<file path="src/rtl/beam_trigger_scaler_pkg.sv">
// Shared types and status-word layout for the beam trigger rate scaler.
// Pure declarations: no latency, no flow control.
package trigger_scaler_pkg;

  typedef enum logic [1:0] {
    IDLE    = 2'd0,
    RUN     = 2'd1,
    PUBLISH = 2'd2
  } scaler_state_t;

  localparam int DATA_W           = 32;
  localparam int SAT_BIT          = 31;
  localparam int STATUS_SEQ_LSB   = 24;
  localparam int STATUS_STATE_LSB = 22;
  localparam int STATUS_EN_BIT    = 21;

endpackage

</file>
<file path="src/rtl/beam_rate_counter.sv">
// One beam: rising-edge detect, dead-time holdoff, saturating gated count.
// Counts in the cycle the edge is seen; no backpressure, always accepts.
module beam_rate_counter #(
  parameter int COUNT_BITS   = 24,
  parameter int HOLDOFF_BITS = 8
) (
  input  logic                    clk,
  input  logic                    reset,
  input  logic                    trigger,
  input  logic                    count_en,
  input  logic                    restart,
  input  logic                    restart_with_edge,
  input  logic [HOLDOFF_BITS-1:0] holdoff,
  output logic [COUNT_BITS-1:0]   count,
  output logic                    sat
);

  logic                    trigger_q;
  logic [HOLDOFF_BITS-1:0] hold_cnt;
  logic                    counted;

  assign counted = trigger & ~trigger_q & count_en & (hold_cnt == '0);

  always_ff @(posedge clk) begin
    if (reset) begin
      trigger_q <= 1'b0;
      hold_cnt  <= '0;
      count     <= '0;
      sat       <= 1'b0;
    end else begin
      trigger_q <= trigger;

      // Edges seen while blind are dropped outright, never queued.
      if (counted)
        hold_cnt <= holdoff;
      else if (hold_cnt != '0)
        hold_cnt <= hold_cnt - 1'b1;

      if (restart) begin
        count <= '0;
        sat   <= 1'b0;
      end else if (restart_with_edge) begin
        count <= COUNT_BITS'(counted);
        sat   <= 1'b0;
      end else if (counted) begin
        if (&count)
          sat <= 1'b1;
        else
          count <= count + 1'b1;
      end
    end
  end

endmodule

</file>
<file path="src/rtl/beam_trigger_scaler.sv">
// Gated per-beam trigger scaler with double-buffered snapshot and registered read port.
// Read data one cycle after rd_req_i; no backpressure, a request may be issued every cycle.
module beam_trigger_scaler
  import trigger_scaler_pkg::*;
#(
  parameter int NBEAMS       = 2,
  parameter int COUNT_BITS   = 24,
  parameter int GATE_BITS    = 32,
  parameter int HOLDOFF_BITS = 8,
  parameter int ADDR_BITS    = 7
) (
  input  logic                    aclk,
  input  logic                    reset_i,
  input  logic [NBEAMS-1:0]       trigger_i,
  input  logic [NBEAMS-1:0]       beam_mask_i,
  input  logic                    enable_i,
  input  logic                    clear_i,
  input  logic [GATE_BITS-1:0]    gate_period_i,
  input  logic [HOLDOFF_BITS-1:0] holdoff_i,
  input  logic                    rd_req_i,
  input  logic [ADDR_BITS-1:0]    rd_addr_i,
  output logic                    rd_valid_o,
  output logic [DATA_W-1:0]       rd_data_o,
  output logic                    period_done_o,
  output logic [7:0]              snapshot_seq_o
);

  scaler_state_t          state, state_nxt;
  logic [GATE_BITS-1:0]   gate_cnt, gate_nxt;
  logic                   publish;
  logic                   counting;
  logic                   restart;
  logic                   restart_with_edge;
  logic [COUNT_BITS-1:0]  acc_cnt  [NBEAMS];
  logic [NBEAMS-1:0]      acc_sat;
  logic [COUNT_BITS-1:0]  snap_cnt [NBEAMS];
  logic [NBEAMS-1:0]      snap_sat;
  logic [DATA_W-1:0]      rd_word;

  always_ff @(posedge aclk) begin
    if (reset_i) begin
      state    <= IDLE;
      gate_cnt <= '0;
    end else begin
      state    <= state_nxt;
      gate_cnt <= gate_nxt;
    end
  end

  always_comb begin
    state_nxt = state;
    gate_nxt  = gate_cnt;
    publish   = 1'b0;
    case (state)
      IDLE: begin
        if (enable_i) begin
          state_nxt = RUN;
          gate_nxt  = gate_period_i;
        end
      end
      RUN: begin
        if (!enable_i)
          state_nxt = IDLE;
        else if (clear_i)
          gate_nxt = gate_period_i;
        else if (gate_cnt == '0)
          state_nxt = PUBLISH;
        else
          gate_nxt = gate_cnt - 1'b1;
      end
      PUBLISH: begin
        publish   = !clear_i;
        state_nxt = enable_i ? RUN : IDLE;
        gate_nxt  = gate_period_i;
      end
      default: state_nxt = IDLE;
    endcase
    if (clear_i)
      gate_nxt = gate_period_i;
  end

  // Accumulators sit at zero whenever no gate is open; PUBLISH keeps its own edge.
  assign counting          = (state == RUN) || (state == PUBLISH);
  assign restart           = clear_i || (state == IDLE) || ((state == RUN) && !enable_i);
  assign restart_with_edge = (state == PUBLISH);

  for (genvar b = 0; b < NBEAMS; b++) begin : g_beam
    beam_rate_counter #(
      .COUNT_BITS   (COUNT_BITS),
      .HOLDOFF_BITS (HOLDOFF_BITS)
    ) u_beam (
      .clk               (aclk),
      .reset             (reset_i),
      .trigger           (trigger_i[b]),
      .count_en          (counting && beam_mask_i[b]),
      .restart           (restart),
      .restart_with_edge (restart_with_edge),
      .holdoff           (holdoff_i),
      .count             (acc_cnt[b]),
      .sat               (acc_sat[b])
    );
  end

  always_ff @(posedge aclk) begin
    if (reset_i) begin
      for (int b = 0; b < NBEAMS; b++)
        snap_cnt[b] <= '0;
      snap_sat       <= '0;
      snapshot_seq_o <= '0;
      period_done_o  <= 1'b0;
    end else begin
      period_done_o <= publish;
      if (publish) begin
        for (int b = 0; b < NBEAMS; b++)
          snap_cnt[b] <= acc_cnt[b];
        snap_sat       <= acc_sat;
        snapshot_seq_o <= snapshot_seq_o + 8'd1;
      end
    end
  end

  // Reads sample the bank before any same-cycle publish lands.
  always_comb begin
    rd_word = '0;
    if (rd_addr_i == ADDR_BITS'(NBEAMS)) begin
      rd_word[STATUS_SEQ_LSB +: 8]   = snapshot_seq_o;
      rd_word[STATUS_STATE_LSB +: 2] = state;
      rd_word[STATUS_EN_BIT]         = enable_i;
    end else begin
      for (int b = 0; b < NBEAMS; b++) begin
        if (rd_addr_i == ADDR_BITS'(b)) begin
          rd_word[COUNT_BITS-1:0] = snap_cnt[b];
          rd_word[SAT_BIT]        = snap_sat[b];
        end
      end
    end
  end

  always_ff @(posedge aclk) begin
    if (reset_i) begin
      rd_valid_o <= 1'b0;
      rd_data_o  <= '0;
    end else begin
      rd_valid_o <= rd_req_i;
      if (rd_req_i)
        rd_data_o <= rd_word;
    end
  end

endmodule

</file>
<file path="config.mk">
export PLATFORM = sky130hd
export DESIGN_NAME = beam_trigger_scaler
export DESIGN_NICKNAME = d
export VERILOG_FILES = /design/src/rtl/beam_trigger_scaler_pkg.sv /design/src/rtl/beam_rate_counter.sv /design/src/rtl/beam_trigger_scaler.sv
export SDC_FILE = /design/constraint.sdc
export NUM_CORES = 1
export LEC_CHECK = 0
export ABC_AREA = 1
export CAP_MARGIN = 15
export CORE_UTILIZATION = 57
export CTS_BUF_LIST = sky130_fd_sc_hd__clkbuf_8
export DETAILED_ROUTE_END_ITERATION = 12
export GPL_TIMING_DRIVEN = 0
export PLACE_DENSITY_LB_ADDON = 0.12
export SYNTH_ARGS = -nofsm -noshare
export SYNTH_HDL_FRONTEND = slang
export SYNTH_SLANG_ARGS = --single-unit
</file>
<file path="constraint.sdc">
create_clock -name aclk -period 6.22 [get_ports aclk]
set_clock_uncertainty 0.2 [all_clocks]
set_input_delay 1.244 -clock aclk [delete_from_list [all_inputs] [get_ports aclk]]
set_output_delay 1.244 -clock aclk [all_outputs]
set_load 0.01 [all_outputs]
</file>
# Word level (Yosys, flattened, before mapping)
# Memories as Yosys holds them, arrays and structs flattened.
# Cells that the tools add are included.
[word_totals] ramBits=48 input_bits=56 regBits=146 word_cells=117 memories=1 output_inout_bits=42
[mem_list] name="snap_cnt" words=2 width=24 read_ports=2 rd_clocked_by_memory_dff=0 write_ports=2 line_no="beam_trigger_scaler.sv:36" text="logic [COUNT_BITS-1:0] snap_cnt [NBEAMS];"
[classes] bitwise=12 n_addsub=6 n_mux=37 n_eq_ne=12 reduce_logical=32
[ops] op="$mux W32" n=4
[ops] op="$mux W24" n=4
[ops] op="$pmux W32 S3" n=1
[ops] op="$reduce_and A25 Y1" n=2
[ops] op="$add A24 B1 Y24 const B" n=2
[ops] op="$reduce_and A24 Y1" n=2
[ops] op="$logic_not A32 Y1" n=1
[ops] op="$mux W8" n=4
[ops] op="$sub A32 B1 Y32 const B" n=1
[ops] op="$mux W21" n=1
[ops] op="$logic_not A8 Y1" n=2
[ops] op="$mux W1" n=16
[ops] op="$reduce_bool A8 Y1" n=2
[ops] op="$sub A8 B1 Y8 const B" n=2
[ops] op="$ne A3 B3 Y1 const B" n=5
[ops] op="$add A8 B1 Y8 const B" n=1
[ops] op="$mux W2" n=4
[ops] op="$reduce_and A2 Y1" n=4
[ops] op="$reduce_bool A2 Y1" n=4
[ops] op="$eq A7 B1 Y1 const B" n=1
[ops] op="$eq A7 B2 Y1 const B" n=1
[ops] op="$logic_not A7 Y1" n=1
[ops] op="$mux W7" n=1
[ops] op="$and A1 B1 Y1" n=6
[ops] op="other kinds (17)" n=27

# Longest topological paths before layout
# Gate-level depths: netlist of run 1.
[logic_depth] word_depth=7 mapped_depth=14 mapped_depth_nobuf=13

# Cells and area by module
# A second synthesis of run 1 with hierarchy kept.
[hier_totals] hier_cells=1570 hier_area_um2=10800.4
[by_module_without_submodules] module="beam_trigger_scaler" area_per_inst_um2=6503.7 seq_area_each_um2=3002.9 instances=1 cells_per_inst=900
[by_module_without_submodules] module="beam_rate_counter" area_per_inst_um2=2148.3 seq_area_each_um2=680.7 instances=2 cells_per_inst=335

# Least setup slack after synthesis of run 1
# No wires, ideal clock.
[synth_timing] path_kind="input port to flip-flop" from="input reset_i" to="memory snap_cnt[0][0], enable pin" required_ns=5.429 setup_ns=0.591 setup_slack_ns=3.040 path_buffers=1 stages=3 arrival_time_ns=2.390 cell_sequence="inv_1 -> clkbuf_1 -> nand2_1"
[synth_lines] item="start, declared" line_no="beam_trigger_scaler.sv:13" text="input logic reset_i,"
[synth_lines] item="end, declared" line_no="beam_trigger_scaler.sv:36"

# Worst setup path after layout of run 1
[layout_timing] from="input clear_i" to="register g_beam[1].u_beam.count[6]"
[layout_via] elab_chain_len=3
[layout_lines] item="start, declared" line_no="beam_trigger_scaler.sv:17" text="input logic clear_i,"
[layout_lines] item="$logic_or A1 B1 Y1 (2 in a row)" line_no="beam_trigger_scaler.sv:84" text="assign restart = clear_i || (state == IDLE) || ((state == RUN) && !enable_i);"
[layout_lines] item="$reduce_or A3 Y1 (no source line)"
[layout_lines] item="end signal, assigned" line_no="beam_rate_counter.sv:43" text="count <= COUNT_BITS'(counted);"
[layout_lines] item="end signal, assigned" line_no="beam_rate_counter.sv:49" text="count <= count + 1'b1;"
[layout_lines] item="end, declared" line_no="beam_rate_counter.sv:14" text="output logic [COUNT_BITS-1:0] count,"
# Every way passes these cells.
# A chain may end at the register's enable or synchronous reset.

==> impl_metrics.yaml, run 1 <==
status:
  status: "complete, but fails checks"
  violations: "design-rule violations"
setup_path:
  crit_family: "buffers and inverters"
  crit_type: "in2reg"
  slowest_stage: "clkdlybuf4s50_1"
  cp_max_fo: 10
  startpoint_type: "input pin"
  rrSetupSlack_ps: 3540
  crit_top_cell: "nor2_1"
  path_buf_inv: 3
  worst_setup_path_end_kind: "register"
  worstPathCellList: "clkdlybuf4s50_1 -> nor2_1 -> o211ai_1 -> nor2_1 -> inv_1 -> clkbuf_1 -> a21oi_1"
  required_ps: 6420
  max_stage_delay_ps: 570
  cp.arrival_ps: 3520
detailed_routing:
  first_iter_violations: 912
  wl_mm: 28.9
  via_per_inst: 5.28
  num_vias: 10300
  ant_nets: 0
  first_pass_iters: 10
  wire_per_inst_um: 14.9
  drc: 18
clock_network:
  numCtsBuffers: 17
  clk_pin_slew_ps: 110
  cts-hold-fix-buffers: 0
  cts_sinks: 194
  clock-root-buffer: "clkbuf_8"
  cts-htree-levels: 4
  clock_insertion_delay_worst_skew_ps: 490
  tritoncts: "built"
  cts.path.max_buffers: 2
  cts_setup_buffers: 0
  post_cts_resized: 0
placement:
  hpwl_mm: 22.1
  dpl.cell_count: 1910
  gp_congestion: 0.973
  numPortBuffers: 97
  dpl-instance-area_um2: 11900
  post-place-ws_ps: 2490
sta:
  setup_viol: 0
  slew_viol_final: 0
  relSlewSlack_pct: 55.0
  timing.final.ws_setup_ps: 2900
  min_period_over_period_pct: 53.3
  tns_ps: 0
  whs_ps: 269
  grt_setup_unrepaired: "no"
  fmax_mhz: 302
  period_needed_ps: 3320
  finalHoldViolations: 0
  worstMarginPinSlew_ps: 675
grt:
  grt_pass1_wl_mm: 46.2
  track_usage_pct: 30.6
  grt_max_degree: 41
  grt_antenna_before_repair: 0
  overflow: 0
  grt_pass1_vias: 9370
cells_and_area:
  drive_gt1_share_pct: 5.55
  antenna_cells: 0
  nets: 1768
  multiInputGateArea_um2: 5290
  layout_commonest_cell: "nand2_1"
  final_area_um2: 12300
  syn2layout_area_growth_pct: 15.7
  fillers: 1672
  seq_area_um2: 4360
  final_cell_mix: "517 x nand2_1, 257 x nor2_1, 168 x inv_1, 146 x dfxtp_1, 97 x clkdlybuf4s50_1"
  stdcell_count: 1942
die:
  num_io_pins: 98
  die_area_um2: 19100
  start_util_pct: 58.6
  row_count: 49
  fp.dieH_um: 138
  die_w_um: 138
  core-area_um2: 18100
flow_run:
  maxCapViolations: 0
synthesis:
  syn_area_um2: 10600
  synth_area_per_cell_um2: 6.69
  yosys-mux-area-fraction_pct: 0
  synth_cell_types: 42
  yosys_warnings: 0
  syn_nets: 1651
  synth_compound_area_share_pct: 8.71
  netlist_instances: 1583
  synth_top_family_by_area: "simple AND/OR/NAND/NOR gates"
  synth-xor-area-share_pct: 2.40
  synthAdderAreaFrac_pct: 1.42
  seq_area_frac_synth_pct: 41.2
  synth_simple_gate_area_share_pct: 37.4
  synth_seq_cells: 194
power_and_ir_drop:
  p_per_area_nw_per_um2: 291
  ir_drop_mv: 0.159
  leakage_nw: 4.87
worst_hold_path:
  hp-class: "reg2reg"
[logic make-up after synthesis]
family | Yosys count
compound gates | 172
flops | 194
simple gates | 947
fa+ha+maj | 12
buf+inv | 229
xor+xnor | 29
[sequential cells by signal (all words and copies together), names as in the netlist]
| signal | cells |
|---|---|
| rd_data_o | 32 |
| snapshot_seq_o | 8 |
| g_beam.u_beam.count | 48 |
| period_done_o | 1 |
| snap_cnt | 48 |
| state | 2 |
| g_beam.u_beam.hold_cnt | 16 |
| rd_valid_o | 1 |
| g_beam.u_beam.sat | 2 |
| gate_cnt | 32 |
| g_beam.u_beam.trigger_q | 2 |
| snap_sat | 2 |
[per-stage QoR]
stage | total power, mW | utilization [%]
2_1_floorplan | 2.43 | -
5_1_grt | 3.78 | 67.8
3_3_place_gp | 2.71 | 65.5
3_5_place_dp | 2.74 | 65.7
4_1_cts | 3.54 | 67.8
6_report | 3.56 | 67.8
[routing by layer]
| layer | track usage (%) | routed length, µm | vias up |
|---|---|---|---|
| li1 | - | - | 5240 |
| met5 | 0 | 0 | - |
| met2 | 49.6 | 13300 | 360 |
| met3 | 5.65 | 1900 | 78 |
| met4 | 14.3 | 1010 | 0 |
| met1 | 39.6 | 12700 | 4584 |
[path summary, 6_finish.rpt]
| kind | startpoint | end | cells after the start |
|---|---|---|---|
| worst max-delay path | clear_i | g_beam[1].u_beam.count[6] | 7 |
| worst min-delay path | rd_data_o[20] | rd_data_o[20] | 2 |
| worst max register to register | state[1] | g_beam[1].u_beam.count[6] | 8 |
| worst min register to register | rd_data_o[20] | rd_data_o[20] | 2 |
[area by class of cell]
class                   instances  share of cell area (%)
plain buffers                  49                    2.15
clock buffers                  19                    2.13
clock inverters                13                    1.02
inverters                     180                    5.56
multi-input cells            1160                    43.1
flip-flops and latches        194                    35.6
well taps                     229                    2.34
repair buffers                 98                    8.08
[cells in the mapped netlist (all sizes together)]
cell type,n,area (µm²)
nand4,18,113
a21oi,87,439
a311oi,1,8.76
a211oi,6,45.0
or2,1,6.26
buf,24,170
o21a,1,7.51
o221ai,4,35.0
ha,12,150
o21ai,62,310
nand2,524,2000
nand3b,2,15.0
nor3,32,185
nor4,2,42.5
nor2,272,1090
o31ai,2,15.0
clkbuf,25,93.8
nand3,96,503
clkinv,2,8.75
edfxtp,48,1440
o22ai,2,12.5
a31oi,2,12.5
inv,178,673
xor2,29,254
o211ai,5,37.5
dfxtp,146,2920
[where the power goes]
group | switching [mW] | internal, mW | total, mW
clock | 0.503 | 0.313 | 0.817
combinational | 0.787 | 0.416 | 1.20
sequential | 0.113 | 1.43 | 1.54
[worst register-to-register path, delay by kind of cell, from the launching register on]
| family | cells | cell delay (ps) |
|---|---|---|
| simple gates | 1 | 560 |
| buf+inv | 4 | 780 |
| flops | 1 | 390 |
| compound gates | 2 | 410 |
| fa+ha+maj | 1 | 260 |
(Power assumes the default switching activity.)
==> run 2: changes to the inputs <==
CORE_UTILIZATION = 54   (was 57)
clock period = 2.7 ns   (was 6.22 ns; I/O delays follow)
==> run 2 against run 1 <==
  * The run now ends clean
  * Global-route usage fell by 0.64 points
  * Non-clock buffer count unchanged
  * Sequential cell count unchanged
  * Utilization down 2.8 points
  * Register-to-register slack got worse by 3400 ps
  * Cell count grew 1.6%
  * Critical path depth rose by 1
  * Setup slack worse by 2800 ps
  * Critical path type is now reg2reg
  * Critical endpoint is now g_beam[1].u_beam.count[4]
  * Largest cell class unchanged
  * Largest power group unchanged
==> impl_metrics.yaml, run 2 (synthesized netlist as in run 1, its figures left out) <==
flow_run:
  maxCapViolations: 0
detailed_routing:
  ant_nets: 0
  first_pass_iters: 5
  num_vias: 10300
  first_iter_violations: 895
  wl_mm: 29.3
  via_per_inst: 5.24
  wire_per_inst_um: 14.9
  drc: 0
die:
  start_util_pct: 55.9
  die_w_um: 142
  row_count: 50
  die_area_um2: 20200
  num_io_pins: 98
  fp.dieH_um: 142
  core-area_um2: 19000
sta:
  relSlewSlack_pct: 51.4
  finalHoldViolations: 0
  worstMarginPinSlew_ps: 729
  setup_viol: 0
  grt_setup_unrepaired: "no"
  period_needed_ps: 2600
  slew_viol_final: 0
  min_period_over_period_pct: 96.2
  fmax_mhz: 385
grt:
  overflow: 0
  grt_antenna_before_repair: 0
  grt_max_degree: 44
  grt_pass1_vias: 9443
  grt_pass1_wl_mm: 46.6
  track_usage_pct: 29.9
clock_network:
  clock_insertion_delay_worst_skew_ps: 490
  cts.path.max_buffers: 2
  clock-root-buffer: "clkbuf_8"
  tritoncts: "built"
  cts-htree-levels: 4
  numCtsBuffers: 17
  clk_pin_slew_ps: 100
  cts-hold-fix-buffers: 0
  cts_sinks: 194
cells_and_area:
  drive_gt1_share_pct: 5.60
  antenna_cells: 0
  post-route-util_pct: 65.0
  layout_commonest_cell: "nand2_1"
  final_cell_mix: "517 x nand2_1, 255 x nor2_1, 170 x inv_1, 146 x dfxtp_1, 97 x clkdlybuf4s50_1"
  final_area_um2: 12300
  reg_top3: "g_beam.u_beam.count (48), snap_cnt (48)"
  syn2layout_area_growth_pct: 16.2
  stdcell_count: 1973
  nets: 1768
setup_path:
  worst_setup_path_end_kind: "register"
  cp_max_fo: 10
  critPathCapture: "g_beam[1].u_beam.count[4]"
  startpoint_type: "register"
  startpoint: "state[1]"
  reg2reg_from: "state[1]"
  r2r_end: "g_beam[1].u_beam.count[4]"
  crit_type: "reg2reg"
  required_ps: 2840
  cp.arrival_ps: 2740
  rr_worst_depth: 8
  rrSetupSlack_ps: 100
placement:
  dpl.cell_count: 1941
  hpwl_mm: 22.5
  dpl-instance-area_um2: 11900
  gp_congestion: 0.979
  numPortBuffers: 97
power_and_ir_drop:
  total_power_mw: 8.26
  ir_drop_mv: 0.335
  p_per_area_nw_per_um2: 671
  leakage_nw: 4.89
worst_hold_path:
  hold_start: "rd_data_o[23]"
  hp-class: "reg2reg"
status:
  status: "completed"
[run 2: power breakdown]
part           switching (mW)  internal, mW
Clock                    1.11         0.839
Combinational            1.80         0.956
Sequential              0.262          3.29
[run 2: worst max-delay path: stages (launching register included)]
cell and delay, ps:
dfxtp_1 360, inv_1 110, ha_1 270, inv_1 130, o211ai_1 410, nor2_2 190, inv_1 170, clkbuf_1 540
a21oi_1 90
[run 2: through the flow]
step	TNS (ps)	worst slack [ps]	hold WS [ps]
4_1_cts	0	3.17	270
3_5_place_dp	-12910	-343	255
3_3_place_gp	-60880	-1040	254
6_report	0	102	268
5_1_grt	0	0.900	285
2_1_floorplan	0	93.0	231
[run 2: layer usage]
metal / up-vias / global-route usage (%) / part of all wire (%)
met5: - / 0 / 0
met4: 0 / 14.4 / 4.1
met3: 76 / 5.59 / 7.0
met2: 372 / 47.9 / 44
met1: 4643 / 38.9 / 45
li1: 5238 / - / -
[run 2: worst min path at each step]
stage               slack, ps                   end  cells after the start
floorplan                 230  g_beam[0].u_beam.sat                      2
global placement          250          rd_data_o[2]                      2
detailed placement        260         rd_data_o[17]                      2
CTS                       270         rd_data_o[17]                      2
global route              290         rd_data_o[17]                      2
finish                    270         rd_data_o[23]                      2
[run 2: what timing repair did]
item | in CTS | in global routing
buffers inserted | 0 | 0
gates resized for setup | 0 | 6
endpoints found under the setup margin | 0 | 45
[run 2: final cells by class]
cell class	instances	area [µm²]
plain buffers	49	267
clock buffers	17	234
clock inverters	15	158
fillers	1804	6640
inverters	180	682
multi-input cells	1160	5290
flip-flops and latches	194	4360
well taps	260	325
repair buffers	98	991
==> RTL edit, RTL diff (flow settings as in run 2) <==
Reset style: asynchronous (`reset` and `reset_i`), changed in 4 clocked blocks.
--- a/src/rtl/beam_rate_counter.sv
+++ b/src/rtl/beam_rate_counter.sv
@@ -21,7 +21,7 @@
 
   assign counted = trigger & ~trigger_q & count_en & (hold_cnt == '0);
 
-  always_ff @(posedge clk) begin
+  always_ff @(posedge clk or posedge reset) begin
     if (reset) begin
       trigger_q <= 1'b0;
       hold_cnt  <= '0;
--- a/src/rtl/beam_trigger_scaler.sv
+++ b/src/rtl/beam_trigger_scaler.sv
@@ -37,7 +37,7 @@
   logic [NBEAMS-1:0]      snap_sat;
   logic [DATA_W-1:0]      rd_word;
 
-  always_ff @(posedge aclk) begin
+  always_ff @(posedge aclk or posedge reset_i) begin
     if (reset_i) begin
       state    <= IDLE;
       gate_cnt <= '0;
@@ -101,7 +101,7 @@
     );
   end
 
-  always_ff @(posedge aclk) begin
+  always_ff @(posedge aclk or posedge reset_i) begin
     if (reset_i) begin
       for (int b = 0; b < NBEAMS; b++)
         snap_cnt[b] <= '0;
@@ -136,7 +136,7 @@
     end
   end
 
-  always_ff @(posedge aclk) begin
+  always_ff @(posedge aclk or posedge reset_i) begin
     if (reset_i) begin
       rd_valid_o <= 1'b0;
       rd_data_o  <= '0;
Function: differs if reset_i is asserted again (counterexample within 4 cycles, from zero or initial values and one cycle with reset_i high); with reset_i held inactive, the same outputs for 4 cycles.
==> RTL edit against run 2 <==
  * Design area grew 2.8%
  * Synthesized area rose by 2.3%
  * Routed wire length fell by 1.3%
  * Sequential cell count is the same
  * Sequential share of layout area up 2.9 points
  * Total power is 8.6% higher
  * Setup slack improved by 0.091 ns
  * Highest routed layer unchanged
==> RTL edit: results <==
[clock_network]
path_clk_slew_ns = 0.12
clock_latency_ns = 0.49
clk_path_buf_depth = 2

[timing]
timing.hold.ws_ns = 0.295
slew-limit-headroom_pct = 46.4
period_minus_slack_ns = 2.51

[power]
ir_worst_vdd_uv = 510
p_leak_uw = 0.00564
internal_power_uw = 5220

[synthesis]
ys_async_sr_fraction_pct = 100
synthAdderAreaFrac_pct = 1.15
ys_warn_count = 0
yosysUniqueCellTypes = 44
avgSynthCellArea_um2 = 7.32
synth_area_leaders = dfrtp_1 45%, nand2_1 15%, nor2_1 6.3%, nand3_1 6.0%, o21ai_0 5.9%
synth_xor_area_share_pct = 3.72
synth_commonest_cells = 442 x nand2_1, 194 x dfrtp_1, 181 x nor2_1, 141 x inv_1, 129 x nand3_1
synth-main-ff-cell = dfrtp_1
synth_compound_area_share_pct = 9.21
ys_seq_area_share_pct = 44.8

[setup_path]
arrival_ns = 2.70
r2r_start = state[1]
rrSetupSlack_ns = 0.19
cpMaxStageDelayCell = dfrtp_1
crit_family = buffers and inverters
reg2reg_to = gate_cnt[18]
crit_start = state[1]
reg2regPathDepth = 9
slowest_delay_ns = 0.45

[global_routing]
use_met3_pct = 5.36
grt_use_met1_pct = 40.9
grt_use_total_pct = 30.0
grt_pass1_vias = 9585
grt_max_degree = 42
use_met2_pct = 48.8
grt_pass1_wl_mm = 47.7

[min_path]
holdCritStartpoint = rd_data_o[30]
hold_depth = 2
min_path_type = reg2reg
worstHoldEndpoint = rd_data_o[30]

[place]
gp_congestion = 0.957
dpl-instance-area_um2 = 12200
dp_hpwl_mm = 22.2
dpl_worst_slack_ns = -0.256
dp_cells = 1849

[run_status]
status = completed

[drt]
drt-initial-drc-count = 701
wirelength_mm = 28.9
dr_wl_met2_mm = 13.3
wl_per_cell_um = 15.4
routed_via_density = 5.37
m1WireLength_mm = 13.2
dr_wl_met3_mm = 1.79

[cells_and_area]
fillers = 1810
drive_above_1_share_pct = 7.12
final_nets = 1669
RTL edit: repair_timing:
| action | in CTS | in global routing |
|---|---|---|
| resized for setup | 0 | 7 |
| hold endpoints to repair | 0 | 0 |
| endpoints found under the setup margin | 0 | 24 |
RTL edit: final cells by class:
class / count / area (um2) / area share, %
well taps: 265 / 332 / 2.62
flip-flops and latches: 194 / 4850 / 38.3
inverters: 151 / 573 / 4.53
clock inverters: 15 / 161 / 1.27
repair buffers: 102 / 1070 / 8.46
clock buffers: 17 / 234 / 1.85
plain buffers: 48 / 250 / 1.98
multi-input cells: 1089 / 5180 / 41.0
RTL edit: power groups by stage:
stage / Combinational (uW) / Sequential (uW) / Clock (uW)
floorplan: 2240 / 3860 / 0
global placement: 3010 / 3970 / 0
detailed placement: 3100 / 3980 / 0
CTS: 3120 / 3930 / 1930
global route: 3540 / 4010 / 2040
finish: 3140 / 3940 / 1890
